<file path="src/rtl/dmem_bus_arbiter_pkg.sv">
// rtl/dmem_bus_arbiter_pkg.sv - shared types and round-robin pick for the data-memory bus arbiter
package dmem_bus_arbiter_pkg;

  typedef enum logic [1:0] {
    ST_IDLE    = 2'd0,
    ST_ISSUE   = 2'd1,
    ST_WAIT_RD = 2'd2,
    ST_RESP    = 2'd3
  } state_e;

  typedef enum logic {
    OWNER_C = 1'b0,
    OWNER_L = 1'b1
  } owner_e;

  typedef struct packed {
    logic        we;
    logic [31:0] addr;
    logic [31:0] wdata;
    logic [3:0]  be;
  } cmd_t;

  localparam int unsigned DEFAULT_MAX_WAIT = 15;

  // A lone requester always wins; on a tie the port that did not go last wins.
  function automatic owner_e pick_owner(input logic c_req, input logic l_req, input owner_e last);
    owner_e w_pick;
    if (c_req && l_req) begin
      w_pick = (last == OWNER_C) ? OWNER_L : OWNER_C;
    end else begin
      w_pick = c_req ? OWNER_C : OWNER_L;
    end
    return w_pick;
  endfunction

endpackage

</file>
<file path="src/rtl/dmem_bus_arbiter_if.sv">
// rtl/dmem_bus_arbiter_if.sv - requester and memory-side signals of the data-memory bus arbiter
interface dmem_bus_arbiter_if;
  logic        c_req;
  logic        c_we;
  logic [31:0] c_addr;
  logic [31:0] c_wdata;
  logic [3:0]  c_be;
  logic        c_done;
  logic [31:0] c_rdata;
  logic        c_err;

  logic        l_req;
  logic        l_we;
  logic [31:0] l_addr;
  logic [31:0] l_wdata;
  logic [3:0]  l_be;
  logic        l_done;
  logic [31:0] l_rdata;
  logic        l_err;

  logic        mem_req;
  logic        mem_we;
  logic [31:0] mem_addr;
  logic [31:0] mem_wdata;
  logic [3:0]  mem_be;
  logic        mem_gnt;
  logic        mem_rvalid;
  logic [31:0] mem_rdata;

  logic        core_stall;

  modport master (
    input  c_req, c_we, c_addr, c_wdata, c_be,
    output c_done, c_rdata, c_err,
    input  l_req, l_we, l_addr, l_wdata, l_be,
    output l_done, l_rdata, l_err,
    output mem_req, mem_we, mem_addr, mem_wdata, mem_be,
    input  mem_gnt, mem_rvalid, mem_rdata,
    output core_stall
  );

  modport slave (
    output c_req, c_we, c_addr, c_wdata, c_be,
    input  c_done, c_rdata, c_err,
    output l_req, l_we, l_addr, l_wdata, l_be,
    input  l_done, l_rdata, l_err,
    input  mem_req, mem_we, mem_addr, mem_wdata, mem_be,
    output mem_gnt, mem_rvalid, mem_rdata,
    input  core_stall
  );
endinterface

</file>
<file path="src/rtl/dmem_bus_arbiter.sv">
// rtl/dmem_bus_arbiter.sv - two-port round-robin arbiter sharing one data-memory bus
// Sequences IDLE -> ISSUE -> (WAIT_RD) -> RESP with a bounded read wait.
module dmem_bus_arbiter
  import dmem_bus_arbiter_pkg::*;
#(
  parameter int unsigned MAX_WAIT = DEFAULT_MAX_WAIT
) (
  input logic                 clock,
  input logic                 reset,
  dmem_bus_arbiter_if.master  bus
);

  localparam int unsigned          CNT_W   = $clog2(MAX_WAIT + 1);
  localparam logic [CNT_W-1:0]     CNT_MAX = CNT_W'(MAX_WAIT);

  state_e           r_state;
  owner_e           r_owner;
  owner_e           r_last_owner;
  cmd_t             r_cmd;
  logic [31:0]      r_rdata;
  logic             r_err;
  logic [CNT_W-1:0] r_cnt;

  state_e           w_state_nxt;
  owner_e           w_owner_nxt;
  owner_e           w_last_owner_nxt;
  owner_e           w_pick;
  cmd_t             w_cmd_nxt;
  cmd_t             w_c_cmd;
  cmd_t             w_l_cmd;
  logic [31:0]      w_rdata_nxt;
  logic             w_err_nxt;
  logic [CNT_W-1:0] w_cnt_nxt;
  logic             w_c_done;
  logic             w_l_done;

  assign w_c_cmd = '{we: bus.c_we, addr: bus.c_addr, wdata: bus.c_wdata, be: bus.c_be};
  assign w_l_cmd = '{we: bus.l_we, addr: bus.l_addr, wdata: bus.l_wdata, be: bus.l_be};
  assign w_pick  = pick_owner(bus.c_req, bus.l_req, r_last_owner);

  always_ff @(posedge clock or posedge reset) begin
    if (reset) begin
      r_state      <= ST_IDLE;
      r_owner      <= OWNER_C;
      r_last_owner <= OWNER_L;
      r_cmd        <= '0;
      r_rdata      <= '0;
      r_err        <= 1'b0;
      r_cnt        <= '0;
    end else begin
      r_state      <= w_state_nxt;
      r_owner      <= w_owner_nxt;
      r_last_owner <= w_last_owner_nxt;
      r_cmd        <= w_cmd_nxt;
      r_rdata      <= w_rdata_nxt;
      r_err        <= w_err_nxt;
      r_cnt        <= w_cnt_nxt;
    end
  end

  always_comb begin
    w_state_nxt      = r_state;
    w_owner_nxt      = r_owner;
    w_last_owner_nxt = r_last_owner;
    w_cmd_nxt        = r_cmd;
    w_rdata_nxt      = r_rdata;
    w_err_nxt        = r_err;
    w_cnt_nxt        = r_cnt;

    case (r_state)
      ST_IDLE: begin
        if (bus.c_req || bus.l_req) begin
          w_owner_nxt = w_pick;
          w_cmd_nxt   = (w_pick == OWNER_C) ? w_c_cmd : w_l_cmd;
          w_state_nxt = ST_ISSUE;
        end
      end

      // No timeout here: the memory may legitimately hold off a grant.
      ST_ISSUE: begin
        if (bus.mem_gnt) begin
          if (r_cmd.we) begin
            w_err_nxt   = 1'b0;
            w_state_nxt = ST_RESP;
          end else begin
            w_cnt_nxt   = '0;
            w_state_nxt = ST_WAIT_RD;
          end
        end
      end

      ST_WAIT_RD: begin
        if (bus.mem_rvalid) begin
          w_rdata_nxt = bus.mem_rdata;
          w_err_nxt   = 1'b0;
          w_state_nxt = ST_RESP;
        end else if (r_cnt == CNT_MAX) begin
          w_rdata_nxt = '0;
          w_err_nxt   = 1'b1;
          w_state_nxt = ST_RESP;
        end else begin
          w_cnt_nxt = r_cnt + CNT_W'(1);
        end
      end

      ST_RESP: begin
        w_last_owner_nxt = r_owner;
        w_state_nxt      = ST_IDLE;
      end

      default: begin
        w_state_nxt = ST_IDLE;
      end
    endcase
  end

  assign w_c_done = (r_state == ST_RESP) && (r_owner == OWNER_C);
  assign w_l_done = (r_state == ST_RESP) && (r_owner == OWNER_L);

  assign bus.c_done  = w_c_done;
  assign bus.c_rdata = w_c_done ? r_rdata : '0;
  assign bus.c_err   = w_c_done & r_err;
  assign bus.l_done  = w_l_done;
  assign bus.l_rdata = w_l_done ? r_rdata : '0;
  assign bus.l_err   = w_l_done & r_err;

  // Bus fields come only from the latched command, never straight from a requester.
  assign bus.mem_req   = (r_state == ST_ISSUE);
  assign bus.mem_we    = r_cmd.we;
  assign bus.mem_addr  = r_cmd.addr;
  assign bus.mem_wdata = r_cmd.wdata;
  assign bus.mem_be    = r_cmd.be;

  assign bus.core_stall = bus.c_req & ~w_c_done;

endmodule

</file>
<file path="src/flat_wrapper.sv">
// flat-port wrapper written by rule: the top's interface ports become plain ports
module dmem_bus_arbiter_flat import dmem_bus_arbiter_pkg::*;
#(
  parameter int unsigned MAX_WAIT = DEFAULT_MAX_WAIT
)
  (clock, reset, bus_c_req, bus_c_we, bus_c_addr, bus_c_wdata, bus_c_be, bus_c_done, bus_c_rdata, bus_c_err, bus_l_req, bus_l_we, bus_l_addr, bus_l_wdata, bus_l_be, bus_l_done, bus_l_rdata, bus_l_err, bus_mem_req, bus_mem_we, bus_mem_addr, bus_mem_wdata, bus_mem_be, bus_mem_gnt, bus_mem_rvalid, bus_mem_rdata, bus_core_stall);
  dmem_bus_arbiter_if bus_i ();
  input logic clock;
  input logic reset;
  input wire logic [$bits(bus_i.c_req)-1:0] bus_c_req;
  input wire logic [$bits(bus_i.c_we)-1:0] bus_c_we;
  input wire logic [$bits(bus_i.c_addr)-1:0] bus_c_addr;
  input wire logic [$bits(bus_i.c_wdata)-1:0] bus_c_wdata;
  input wire logic [$bits(bus_i.c_be)-1:0] bus_c_be;
  output wire logic [$bits(bus_i.c_done)-1:0] bus_c_done;
  output wire logic [$bits(bus_i.c_rdata)-1:0] bus_c_rdata;
  output wire logic [$bits(bus_i.c_err)-1:0] bus_c_err;
  input wire logic [$bits(bus_i.l_req)-1:0] bus_l_req;
  input wire logic [$bits(bus_i.l_we)-1:0] bus_l_we;
  input wire logic [$bits(bus_i.l_addr)-1:0] bus_l_addr;
  input wire logic [$bits(bus_i.l_wdata)-1:0] bus_l_wdata;
  input wire logic [$bits(bus_i.l_be)-1:0] bus_l_be;
  output wire logic [$bits(bus_i.l_done)-1:0] bus_l_done;
  output wire logic [$bits(bus_i.l_rdata)-1:0] bus_l_rdata;
  output wire logic [$bits(bus_i.l_err)-1:0] bus_l_err;
  output wire logic [$bits(bus_i.mem_req)-1:0] bus_mem_req;
  output wire logic [$bits(bus_i.mem_we)-1:0] bus_mem_we;
  output wire logic [$bits(bus_i.mem_addr)-1:0] bus_mem_addr;
  output wire logic [$bits(bus_i.mem_wdata)-1:0] bus_mem_wdata;
  output wire logic [$bits(bus_i.mem_be)-1:0] bus_mem_be;
  input wire logic [$bits(bus_i.mem_gnt)-1:0] bus_mem_gnt;
  input wire logic [$bits(bus_i.mem_rvalid)-1:0] bus_mem_rvalid;
  input wire logic [$bits(bus_i.mem_rdata)-1:0] bus_mem_rdata;
  output wire logic [$bits(bus_i.core_stall)-1:0] bus_core_stall;
  assign bus_i.c_req = bus_c_req;
  assign bus_i.c_we = bus_c_we;
  assign bus_i.c_addr = bus_c_addr;
  assign bus_i.c_wdata = bus_c_wdata;
  assign bus_i.c_be = bus_c_be;
  assign bus_c_done = bus_i.c_done;
  assign bus_c_rdata = bus_i.c_rdata;
  assign bus_c_err = bus_i.c_err;
  assign bus_i.l_req = bus_l_req;
  assign bus_i.l_we = bus_l_we;
  assign bus_i.l_addr = bus_l_addr;
  assign bus_i.l_wdata = bus_l_wdata;
  assign bus_i.l_be = bus_l_be;
  assign bus_l_done = bus_i.l_done;
  assign bus_l_rdata = bus_i.l_rdata;
  assign bus_l_err = bus_i.l_err;
  assign bus_mem_req = bus_i.mem_req;
  assign bus_mem_we = bus_i.mem_we;
  assign bus_mem_addr = bus_i.mem_addr;
  assign bus_mem_wdata = bus_i.mem_wdata;
  assign bus_mem_be = bus_i.mem_be;
  assign bus_i.mem_gnt = bus_mem_gnt;
  assign bus_i.mem_rvalid = bus_mem_rvalid;
  assign bus_i.mem_rdata = bus_mem_rdata;
  assign bus_core_stall = bus_i.core_stall;
  dmem_bus_arbiter #(.MAX_WAIT(MAX_WAIT)) u_core (.clock(clock), .reset(reset), .bus(bus_i));
endmodule
</file>
<file path="config.mk">
export PLATFORM = sky130hd
export DESIGN_NAME = dmem_bus_arbiter_flat
export DESIGN_NICKNAME = d
export VERILOG_FILES = /design/src/rtl/dmem_bus_arbiter_pkg.sv /design/src/rtl/dmem_bus_arbiter_if.sv /design/src/rtl/dmem_bus_arbiter.sv /design/src/flat_wrapper.sv
export SDC_FILE = /design/constraint.sdc
export NUM_CORES = 1
export LEC_CHECK = 0
export ABC_AREA = 1
export CAP_MARGIN = 30
export CORE_MARGIN = 3
export CORE_UTILIZATION = 30
export CTS_BUF_LIST = sky130_fd_sc_hd__clkbuf_2
export DETAILED_ROUTE_END_ITERATION = 8
export PLACE_DENSITY = 0.68
export SLEW_MARGIN = 30
export SYNTH_ARGS = -nofsm -noshare
export SYNTH_HDL_FRONTEND = slang
export SYNTH_SLANG_ARGS = --single-unit
</file>
<file path="constraint.sdc">
create_clock -name clock -period 7.1 [get_ports clock]
set_input_delay 2.13 -clock clock [delete_from_list [all_inputs] [get_ports clock]]
set_output_delay 2.13 -clock clock [all_outputs]
set_load 0.05 [all_outputs]
</file>
==> key figures <==
Placement
  • Dpl hpwl: 14260 um
  • Cell Area, Placed: 0.008747 mm2
  • Input/output buffers: 314
  • Routability cong.: 0.8184

Die
  • Starting density of the core: 0.3118
  • Die Height: 141.2 um
  • Top-level port count: 315
  • Rows: 48
  • Total die area: 0.01995 mm2
  • Die X: 141.2 um
  • Core Region: 0.01760 mm2

Clock tree
  • Htree depth: 3
  • CTS resizes: 0
  • Post-CTS Setup Bufs: 0
  • CTS clk-pin slew, worst paths: 0.26 ns
  • Clock latency on the worst-skew pair: 0.60 ns
  • CTS Buffer Depth: 2
  • Clk sinks: 110
  • Hold-fix buffers at CTS: 0
  • Root Driver: clkbuf_2
  • CTS buffer count: 9
  • TritonCTS clock tree: done

Synth
  • Area contributors post-synth: dfrtp_1 50%, nand2_1 11%, nand3_1 9.9%, nor2_1 9.9%, a31oi_1 7.9%
  • Avg Inst Size Synth: 7.641 um2
  • Yosys cell types: 20
  • Most numerous cell in the Yosys netlist: nand2_1
  • Post-synth ARST share: 1.000
  • Commonest cells post-synth: 165 x nand2_1, 144 x nor2_1, 109 x dfrtp_1, 109 x nand3_1, 69 x a31oi_1
  • Synth Flop Type: dfrtp_1
  • Synth warn: 0
  • #FFs+latches synth: 110
  • Post-synth EDFFs: 0
  • Net Count, Synth: 900
  • Area fraction of the dominant cell type after synthesis: 0.4971
  • Yosys top cell by area: dfrtp_1
  • Cell count after synthesis: 718
  • Sequential share of the synthesized area: 0.5019
  • Synthesized area: 0.005487 mm2

Global routing
  • Initial antenna violation count: 1
  • First-pass GRT wire length: 29930 um
  • Global route overflow: 0
  • Largest net degree at the start of global routing: 131
  • Total GRT Usage: 0.1889
  • Vias in the first global route: 5477

STA
  • Post-layout min period: 5.412 ns
  • Fin Setup TNS: 0 ns
  • Count of pins over their slew limit: 0
  • Skew final: 0.02837 ns
  • Final-report hold violation count: 0
  • Setup violators final: 0
  • Achievable Freq: 184.8 MHz
  • Slew HR: 0.4742
  • RSZ-0062 raised after global routing: false
  • Worst-margin pin slew: 0.7887 ns
  • Crit share post-route: 0.7623

Job
  • Max-cap check violation count: 0

Outcome
  • Status: finished, final reports clean

Final layout
  • Fin nets: 1181
  • Fill count: 1730
  • Design area: 0.008935 mm2
  • Share of cells above drive strength 1: 0.03586
  • Area growth syn-to-layout: 62.85%

Drt
  • Vias post-DR: 5779
  • Drt pass-1 iters: 5
  • DR iter-0 viols: 262
  • DR WL/cell: 15.68 um
  • Drc violations: 0
  • Final WL: 19290 um
  • Final ANT Viol Nets: 0
  • Vias/cell: 4.698

Critical path
  • Worst Path Max Fanout: 2
  • R2r startpoint: u_core.r_last_owner
  • Worst EP required: 4.97 ns
  • Crit. End Element: primary output
  • Critical path class: input pin to primary output
  • Startpoint types: input pin
  • Crit path DAT: 3.28 ns
  • CP Launch Point: bus_c_req

Power
  • Clock share of power: 0.094
  • Switching Share: 0.5201
  • Sequential Power Share: 0.279
  • P per Cell Area: 438.6 mW/mm2
  • Internal power: 1.881 mW
  • Sw power: 2.038 mW
  • Maximum vdd drop: 214.0 uV
  • Logic gate share of total power: 0.628
  • Leakage power: 3.885 nW

Hold path
  • Worst hold path startpoint: u_core.r_rdata[15]
  • Hold Path Class: flop to flop
[power by group through the flow]
stage | sequential [mW] | clock (mW) | combinational (mW)
6_report | 1.09 | 0.367 | 2.46
5_1_grt | 1.14 | 0.404 | 2.64
4_1_cts | 1.09 | 0.383 | 2.48
3_5_place_dp | 1.11 | 0 | 2.48
3_3_place_gp | 1.09 | 0 | 2.46
2_1_floorplan | 1.77 | 0 | 0.971
[path summary, 6_finish.rpt]
| kind | to | slack [ns] | cells past startpoint |
|---|---|---|---|
| hold reg to reg | u_core.r_rdata[15] | 0.51 | 2 |
| setup reg to reg | u_core.bus.mem_addr[8] | 4.46 | 7 |
| min in group asynchronous | u_core.r_rdata[31] | 1.75 | 2 |
| hold / removal | u_core.r_rdata[15] | 0.51 | 2 |
| setup / recovery | bus_core_stall | 1.69 | 4 |
| max in group asynchronous | u_core.bus.mem_addr[24] | 4.14 | 4 |
[metrics by stage]
stage,instances,power (mW),setup WS [ns],hold slack (ns),utilization
after global placement,1211,3.554,1.665,0.4534,0.4962
after floorplan,718,2.745,1.662,0.4419,-
after CTS,1228,3.962,1.679,0.5156,0.5060
final,1230,3.919,1.688,0.5106,0.5078
after detailed placement,1212,3.591,1.681,0.4584,0.4971
after global routing,1230,4.177,1.617,0.5423,0.5078
[layer usage]
metal  part of all wire  up-vias  routed length, um  GRT usage
met2               0.48      243               9266     0.3195
met4              0.017        0                320    0.05099
met1               0.40     2630               7707     0.2256
li1                   -     2889                  -          -
met5                  0        -                  0          0
met3               0.10       17               1994    0.07157
[layout by cell type, fill, tap and decap left out, types with 4 or more instances in the layout]
master and instances:
a31oi_1 69, buf_4 7, clkbuf_2 12, clkdlybuf4s50_1 313, dfrtp_1 109, ha_1 6
inv_1 49, nand2_1 161, nand2_2 4, nand3_1 109, nor2_1 144
[logic make-up (layout without fill, tap and decap cells)]
logic type	count (synthesis)	count (layout)	synth area share
and+or+nand+nor	422	422	0.3174
DFF	110	110	0.5019
buffers and inverters	104	390	0.08073
AOI/OAI and AO/OA	75	75	0.08461
adders and majority gates	6	6	0.01368
xor gates and xnor gates	1	1	0.001597
other	0	1	0
[registers in the layout (all words and copies together), names as in the netlist]
name                  count
u_core.r_state            2
u_core.r_owner            1
u_core.r_cnt              4
u_core.r_last_owner       1
u_core.bus.mem_wdata     32
u_core.bus.mem_be         4
u_core.r_err              1
u_core.r_rdata           32
u_core.bus.mem_addr      32
u_core.bus.mem_we         1
[critical path: stages]
cell and delay (ns):
buf_2 0.13, inv_1 0.11, nor2_1 0.11, clkdlybuf4s50_1 0.80
[final cells by class]
class                   count  area, um2  area share
well taps                 225      281.5     0.03151
multi-input cells         504       2300      0.2574
clock buffers              12      60.06    0.006722
flip-flops and latches    110       2754      0.3082
inverters                  50      190.2     0.02129
diodes                      1      2.502   0.0002801
repair buffers            324       3249      0.3637
clock inverters             4      97.59     0.01092
Power figures use the tool's default switching activity.
